--- config.mk ---
export PLATFORM = sky130hd
export DESIGN_NAME = timer_capture_log
export DESIGN_NICKNAME = d
export VERILOG_FILES = /design/src/rtl/caplog_pkg.sv /design/src/rtl/caplog_fifo.sv /design/src/rtl/timer_capture_log.sv
export SDC_FILE = /design/constraint.sdc
export NUM_CORES = 1
export LEC_CHECK = 0
export CAP_MARGIN = 20
export CORE_MARGIN = 10
export CORE_UTILIZATION = 33
export CTS_CLUSTER_SIZE = 8
export DETAILED_ROUTE_END_ITERATION = 12
export PLACE_DENSITY = 0.51
export SLEW_MARGIN = 10
export SYNTH_ARGS = -nofsm -noshare
export SYNTH_HDL_FRONTEND = slang
export SYNTH_SLANG_ARGS = --single-unit
--- constraint.sdc ---
create_clock -name S_AXI_ACLK -period 7.5 [get_ports S_AXI_ACLK]
set_clock_uncertainty 0.15 [all_clocks]
set_input_delay 1.5 -clock S_AXI_ACLK [delete_from_list [all_inputs] [get_ports S_AXI_ACLK]]
set_output_delay 1.5 -clock S_AXI_ACLK [all_outputs]
set_load 0.02 [all_outputs]
--- src/rtl/caplog_pkg.sv ---
// Shared types and constants for the timer capture log.
package caplog_pkg;

  localparam int unsigned CAP_W   = 32;
  localparam int unsigned ENTRY_W = 33;

  localparam logic [CAP_W-1:0] MIN_RESET = 32'hFFFF_FFFF;
  localparam logic [15:0]      DROP_MAX  = 16'hFFFF;

  typedef struct packed {
    logic             ovf;
    logic [CAP_W-1:0] count;
  } caplog_entry_t;

endpackage

--- src/rtl/caplog_fifo.sv ---
// Synchronous first-word-fall-through FIFO with flush; head is a combinational array read.
module caplog_fifo
  import caplog_pkg::*;
#(
  parameter int unsigned DEPTH = 16
) (
  input  logic                     clk,
  input  logic                     rst,
  input  logic                     flush,
  input  logic                     push,
  input  caplog_entry_t            wr_data,
  input  logic                     pop,
  output caplog_entry_t            rd_data,
  output logic [$clog2(DEPTH):0]   level,
  output logic                     full,
  output logic                     empty
);

  localparam int unsigned AW = $clog2(DEPTH);

  caplog_entry_t   mem [DEPTH];
  logic [AW-1:0]   wr_ptr;
  logic [AW-1:0]   rd_ptr;
  logic            pop_ok;
  logic            push_ok;

  assign empty   = (level == '0);
  assign full    = (level == (AW+1)'(DEPTH));
  assign pop_ok  = pop & ~empty;
  // A full FIFO still accepts a push when the head leaves in the same cycle.
  assign push_ok = push & (~full | pop_ok);
  assign rd_data = empty ? '0 : mem[rd_ptr];

  always_ff @(posedge clk) begin
    if (push_ok) mem[wr_ptr] <= wr_data;
  end

  always_ff @(posedge clk) begin
    if (rst || flush) begin
      wr_ptr <= '0;
      rd_ptr <= '0;
      level  <= '0;
    end else begin
      if (push_ok) wr_ptr <= wr_ptr + AW'(1);
      if (pop_ok)  rd_ptr <= rd_ptr + AW'(1);
      case ({push_ok, pop_ok})
        2'b10:   level <= level + (AW+1)'(1);
        2'b01:   level <= level - (AW+1)'(1);
        default: level <= level;
      endcase
    end
  end

endmodule

--- src/rtl/timer_capture_log.sv ---
// Logs each capture_complete rising edge into a FWFT FIFO with drop/sample counters.
// Optional min/max/sum statistics are built when CAPLOG_STATS_EN is defined.
module timer_capture_log
  import caplog_pkg::*;
#(
  parameter int unsigned DEPTH = 16,
  parameter int unsigned SUM_W = 48
) (
  input  logic                     S_AXI_ACLK,
  input  logic                     AXI_RESET,
  input  logic                     capture_complete,
  input  logic [31:0]              cap_timer_out,
  input  logic                     overflow_flag,
  input  logic                     clear,
  input  logic                     rd_pop,
  output logic [32:0]              rd_data,
  output logic                     rd_valid,
  output logic [$clog2(DEPTH):0]   fifo_level,
  output logic                     fifo_full,
  output logic [15:0]              drop_count,
  output logic [31:0]              sample_count,
  output logic [31:0]              min_count,
  output logic [31:0]              max_count,
  output logic [SUM_W-1:0]         sum_count
);

  logic          cap_d;
  logic          evt;
  logic          fifo_empty;
  caplog_entry_t head;
  caplog_entry_t sample;

  // cap_d resets high so a level already asserted at reset release is ignored.
  always_ff @(posedge S_AXI_ACLK) begin
    if (AXI_RESET) cap_d <= 1'b1;
    else           cap_d <= capture_complete;
  end

  assign evt    = capture_complete & ~cap_d & ~clear;
  assign sample = '{ovf: overflow_flag, count: cap_timer_out};

  caplog_fifo #(.DEPTH(DEPTH)) u_fifo (
    .clk     (S_AXI_ACLK),
    .rst     (AXI_RESET),
    .flush   (clear),
    .push    (evt),
    .wr_data (sample),
    .pop     (rd_pop & ~clear),
    .rd_data (head),
    .level   (fifo_level),
    .full    (fifo_full),
    .empty   (fifo_empty)
  );

  assign rd_data  = head;
  assign rd_valid = ~fifo_empty;

  always_ff @(posedge S_AXI_ACLK) begin
    if (AXI_RESET || clear) begin
      drop_count   <= '0;
      sample_count <= '0;
    end else if (evt) begin
      if (sample_count != '1) sample_count <= sample_count + 32'd1;
      if (fifo_full && !rd_pop && drop_count != DROP_MAX)
        drop_count <= drop_count + 16'd1;
    end
  end

`ifdef CAPLOG_STATS_EN
  logic [SUM_W:0] sum_nxt;

  assign sum_nxt = {1'b0, sum_count} + (SUM_W+1)'(cap_timer_out);

  always_ff @(posedge S_AXI_ACLK) begin
    if (AXI_RESET || clear) begin
      min_count <= MIN_RESET;
      max_count <= '0;
      sum_count <= '0;
    end else if (evt) begin
      if (cap_timer_out < min_count) min_count <= cap_timer_out;
      if (cap_timer_out > max_count) max_count <= cap_timer_out;
      sum_count <= sum_nxt[SUM_W] ? '1 : sum_nxt[SUM_W-1:0];
    end
  end
`else
  assign min_count = '0;
  assign max_count = '0;
  assign sum_count = '0;
`endif

endmodule
Yosys cells after proc, flatten, opt, wreduce, memory -nomap -nowiden
Memory sizes are Yosys's and may differ from the RTL's. A register that Yosys moved wholly into a read port is not among the register bits.
Cells that the tools add are included.
Widths: inputs -> output; s select.
{"block": "totals", "ff_bits": 62, "ramBits": 528, "input_bits": 38, "out_inout_bits": 200, "wordCells": 42, "mem_count": 1}
{"name": "u_fifo.mem", "words": 16, "width": 33, "read_ports": 1, "rd_clocked_by_memory_dff": 1, "wr": 1, "line_no": "caplog_fifo.sv:21", "source": "caplog_entry_t mem [DEPTH];"}
{"block": "op_classes", "addsub": 6, "n_eq_ne": 5, "mux": 6, "bitwise_logic": 10, "n_reduce_logical": 8}
{"operator": "$mux 33", "count": 1}
{"operator": "$add 32x1->32 const B", "count": 1}
{"operator": "$ne 32x32->1 const B", "count": 1}
{"operator": "$add 16x1->16 const B", "count": 1}
{"operator": "$ne 16x16->1 const B", "count": 1}
{"operator": "$pmux 5 s2", "count": 1}
{"operator": "$add 4x1->4 const B", "count": 2}
{"operator": "$mux 4", "count": 2}
{"operator": "$add 5x1->5 const B", "count": 1}
{"operator": "$and 1x1->1", "count": 5}
{"operator": "$eq 5x5->1 const B", "count": 1}
{"operator": "$logic_not 5->1", "count": 1}
{"operator": "$sub 5x1->5 const B", "count": 1}
{"operator": "$not 1->1", "count": 4}
{"operator": "$reduce_and 2->1", "count": 2}
{"operator": "$eq 2x1->1 const B", "count": 1}
{"operator": "$eq 2x2->1 const B", "count": 1}
{"operator": "$logic_and 1x1->1", "count": 2}
{"operator": "$mux 1", "count": 2}
{"operator": "$reduce_bool 2->1", "count": 1}
{"operator": "$logic_not 1->1", "count": 1}
{"operator": "$logic_or 1x1->1", "count": 1}
{"operator": "$or 1x1->1", "count": 1}

Longest topological paths before layout
{"block": "logic_depth", "word_depth": 7, "mapped_depth": 10, "depth_no_buf": 9}

Hierarchy
Synthesis repeated with hierarchy kept, for this count alone.
{"block": "unflattened", "cells_unflattened": 1344, "hier_area_um2": 24498.5}
{"mod": "caplog_fifo", "n_inst": 1, "cells_per_inst": 940, "area_per_inst_um2": 21115.3, "seq_area_each_um2": 16195.5}
{"mod": "timer_capture_log", "n_inst": 1, "cells_per_inst": 404, "area_per_inst_um2": 3383.2, "seq_area_each_um2": 980.9}

Worst setup path after synthesis
No wires, ideal clock.
{"block": "synth_path", "kind": "in2reg", "from": "input clear", "to": "memory u_fifo.mem[4][0] (netlist bit), enable pin", "setup_ns": 0.464, "arrival_ns": 4.925, "t_required_ns": 6.886, "setup_slack_ns": 1.960, "cell_stages": 4, "n_path_buf": 0, "cell_sequence": "or3b_2 > a31oi_1 > nand2_1 > nor3_1"}
{"block": "synth_between", "elab_chain_cells": 7, "word_cells_on_any_way": 8, "cone_classes": "mux: 2; bitwise: 6"}
{"item": "from (decl)", "line_no": "timer_capture_log.sv:14", "source": "input logic clear,"}
{"item": "$not 1->1 (*)", "line_no": "timer_capture_log.sv:39, timer_capture_log.sv:48"}
{"item": "$and 1x1->1", "line_no": "timer_capture_log.sv:48", "source": ".pop (rd_pop & ~clear),"}
{"item": "$and 1x1->1", "line_no": "caplog_fifo.sv:29", "source": "assign pop_ok = pop & ~empty;"}
{"item": "$or 1x1->1", "line_no": "caplog_fifo.sv:31", "source": "assign push_ok = push & (~full | pop_ok);"}
{"item": "$and 1x1->1 (*)", "line_no": "caplog_fifo.sv:31"}
{"item": "$mux 1 (*)", "line_no": "caplog_fifo.sv:35", "source": "if (push_ok) mem[wr_ptr] <= wr_data;"}
{"item": "$mux 1 (implied by the code) (*)", "line_no": "caplog_fifo.sv:35"}
{"item": "to (decl)", "line_no": "caplog_fifo.sv:21"}
Mark *: on every way between the ends. The rest lies on a longest branch, timed or not.

==> flow_metrics.tcl <==
set metrics [dict create \
    status "finished clean" \
    layout.nets 1515 \
    synth_cell_types 57 \
    syn_to_final_growth_pct 18.6 \
    slowest_stage "dfxtp_4" \
    wl_um 53900 \
    coreArea_mm2 0.0727 \
    crit_family "buffers and inverters" \
    drive_gt1_frac 0.215 \
    wl_per_cell_um 22.1 \
    clock-sinks 594 \
    r2r_slack_ns 4.08 \
    gp_congestion 0.757 \
    slew_viol_final 0 \
    drc 0 \
    rsz0062_at_grt "false" \
    cp_cell_sequence "buf_4 > mux4_2 > mux4_2 > and2_1 > clkdlybuf4s50_1" \
    num_vias 11800 \
    reg2reg_from "cap_d$_SDFF_PP1_" \
    reg2regPathDepth 4 \
    grt_pass1_wl_um 81700 \
    path_buf_inv 2 \
    cap_violations 0 \
    hold_start "u_fifo.rd_ptr[3]$_SDFFE_PP0N_" \
    fin_crit_ns 5.58 \
    netlist_instances 1287 \
    synth.top_cell.area_share 0.656 \
    cpMostUsedCell "mux4_2" \
    clock_latency_ns 0.62 \
    drt_pass1_iterations 5 \
    via_per_inst 4.84 \
    yosys_warnings 0 \
    max_slew_margin 0.248 \
    grt_pass1_vias 12700 \
    worstPathArrival_ns 3.93 \
    tightest_slew_ns 1.13 \
    post_cts_buffers 0 \
    design_area_mm2 0.0287 \
    vdd_ir_drop_max_mv 0.150 \
    crit_required_ns 5.85 \
    grt_usage 0.126 \
    ys.flop_type "edfxtp_1" \
    cts_tree "built" \
    async_flop_share 0 \
    placed_cell_area_mm2 0.0263 \
    h-tree-depth 3 \
    insertedDiodeCount 0 \
    postCtsHoldBufs 0 \
    fin_ws_ns 1.92 \
    cts_buffers 84 \
    synth-edff-count 528 \
    grt.overflow.total 0 \
    end_kind "output pin" \
    worstReg2RegEnd "u_fifo.mem[3][25]$_DFFE_PP_" \
    hp-class "reg2reg" \
    setup_tns_ns 0 \
    die-area_mm2 0.0844 \
    finalSetupViolCount 0 \
    antenna_found_initial 1 \
    endpoint "rd_data[4]" \
    grt_max_degree 44 \
    start_util 0.332 \
    utilization 0.394 \
    leakage_nw 8.80 \
    regArea_mm2 0.0172 \
    cpPeakStageDelay_ns 0.90 \
    post-place-ws_ns 2.17 \
    cts.clk_slew.worst_paths_ns 0.05 \
    cts_buffer_depth 3 \
    die_x_um 291 \
    finalHoldViolCount 0 \
    power_density_mw_per_mm2 250 \
    fin_worst_hold_slack_ns 0.333 \
    rows 99 \
    dpl.hpwl_um 33800 \
    multi_input_area_mm2 0.00634 \
    ys_top_cells_by_area "edfxtp_1 (66%), mux4_2 (15%), dfxtp_1 (5.5%), buf_4 (3.5%), and2_1 (1.1%)" \
    final_cell_mix "edfxtp_1 (528), mux4_2 (165), clkdlybuf4s50_1 (125)" \
    crit_cells 5 \
    mostFrequentLayoutCell "edfxtp_1" \
    finalCritPeriodShare 0.745 \
    crit_type "reg2out" \
    yosysTopAreaCell "edfxtp_1" \
    synth_seq_area_share 0.711 \
    start_kind "register" \
    port_buffers 125 \
    syn_area_mm2 0.0242 \
    synth.avg_cell_area_um2 18.8 \
    synth-seq-cells 594 \
    pin_count 238 \
    drtAntennaViolNets 0 \
    cts_resized 0 \
    drt_iter0_drc 835 \
    fillers 6526 \
    crit_fanout 36 \
    cts_root_buf "clkbuf_16" \
    die_h_um 291 \
    fmax_mhz 179 \
]
[through the flow]
| step | cells | total power, W |
|---|---|---|
| after global placement | 2334 | 0.00384 |
| after floorplan | 1398 | 0.00381 |
| final | 2444 | 0.00715 |
| after global routing | 2444 | 0.00741 |
| after CTS | 2442 | 0.00725 |
| after detailed placement | 2339 | 0.00384 |
[layout make-up]
cell class              instances  share of cell area
clock inverters                 7             0.00515
well taps                     959              0.0419
repair buffers                152              0.0545
flip-flops and latches        594               0.600
inverters                      12             0.00157
clock buffers                  96              0.0757
multi-input cells             624               0.221
[layer usage]
metal | part of all wire | vias to the layer above | wire [um] | track usage
li1 | - | 5292 | - | -
met1 | 0.42 | 6217 | 22600 | 0.154
met2 | 0.51 | 267 | 27800 | 0.217
met3 | 0.051 | 64 | 2730 | 0.0298
met4 | 0.016 | 0 | 881 | 0.0381
met5 | 0 | - | 0 | 0
[worst register-to-register path: stages (launching register included)]
cell     delay, ns
dfxtp_1       0.32
or3b_2        0.56
a31oi_1       0.69
nor3b_1       0.40
and2_2        0.91
[where the power goes]
group	internal (W)	leakage (nW)	switching, W
registers	0.00361	5.28	0.00000256
clock network	0.00203	1.12	0.00134
logic	0.0000433	2.40	0.000128
total	0.00568	8.80	0.00147
[cells by family after synthesis]
family	share of synthesized area
AND/OR/NAND/NOR	0.0508
buffers and inverters	0.0462
multiplexers	0.156
flip-flops	0.711
AO/OA/AOI/OAI	0.0223
adder cells (fa/ha/maj)	0.00466
XOR/XNOR	0.00943
other	0.000155
[worst min-delay path by stage]
stage	cells after the start	slack (ns)	to
floorplan	2	0.31	register
global placement	2	0.32	register
detailed placement	2	0.33	register
CTS	2	0.34	register
global route	2	0.36	register
finish	2	0.33	register
[cells in the mapped netlist, drive strengths merged (18+ instances only)]
master  number
xnor2       18
clkbuf      44
and2        43
nand2       33
o21ai       22
dfxtp       66
nor2        49
a21oi       26
edfxtp     528
mux4       165
nand3       20
buf        124
[sequential cells by signal, indices dropped and copies added (netlist names), named ones only]
| signal | cells |
|---|---|
| cap_d | 1 |
| drop_count | 16 |
| sample_count | 32 |
| u_fifo.level | 5 |
| u_fifo.mem | 528 |
| u_fifo.rd_ptr | 4 |
| u_fifo.wr_ptr | 4 |
(Power assumes the default switching activity.)
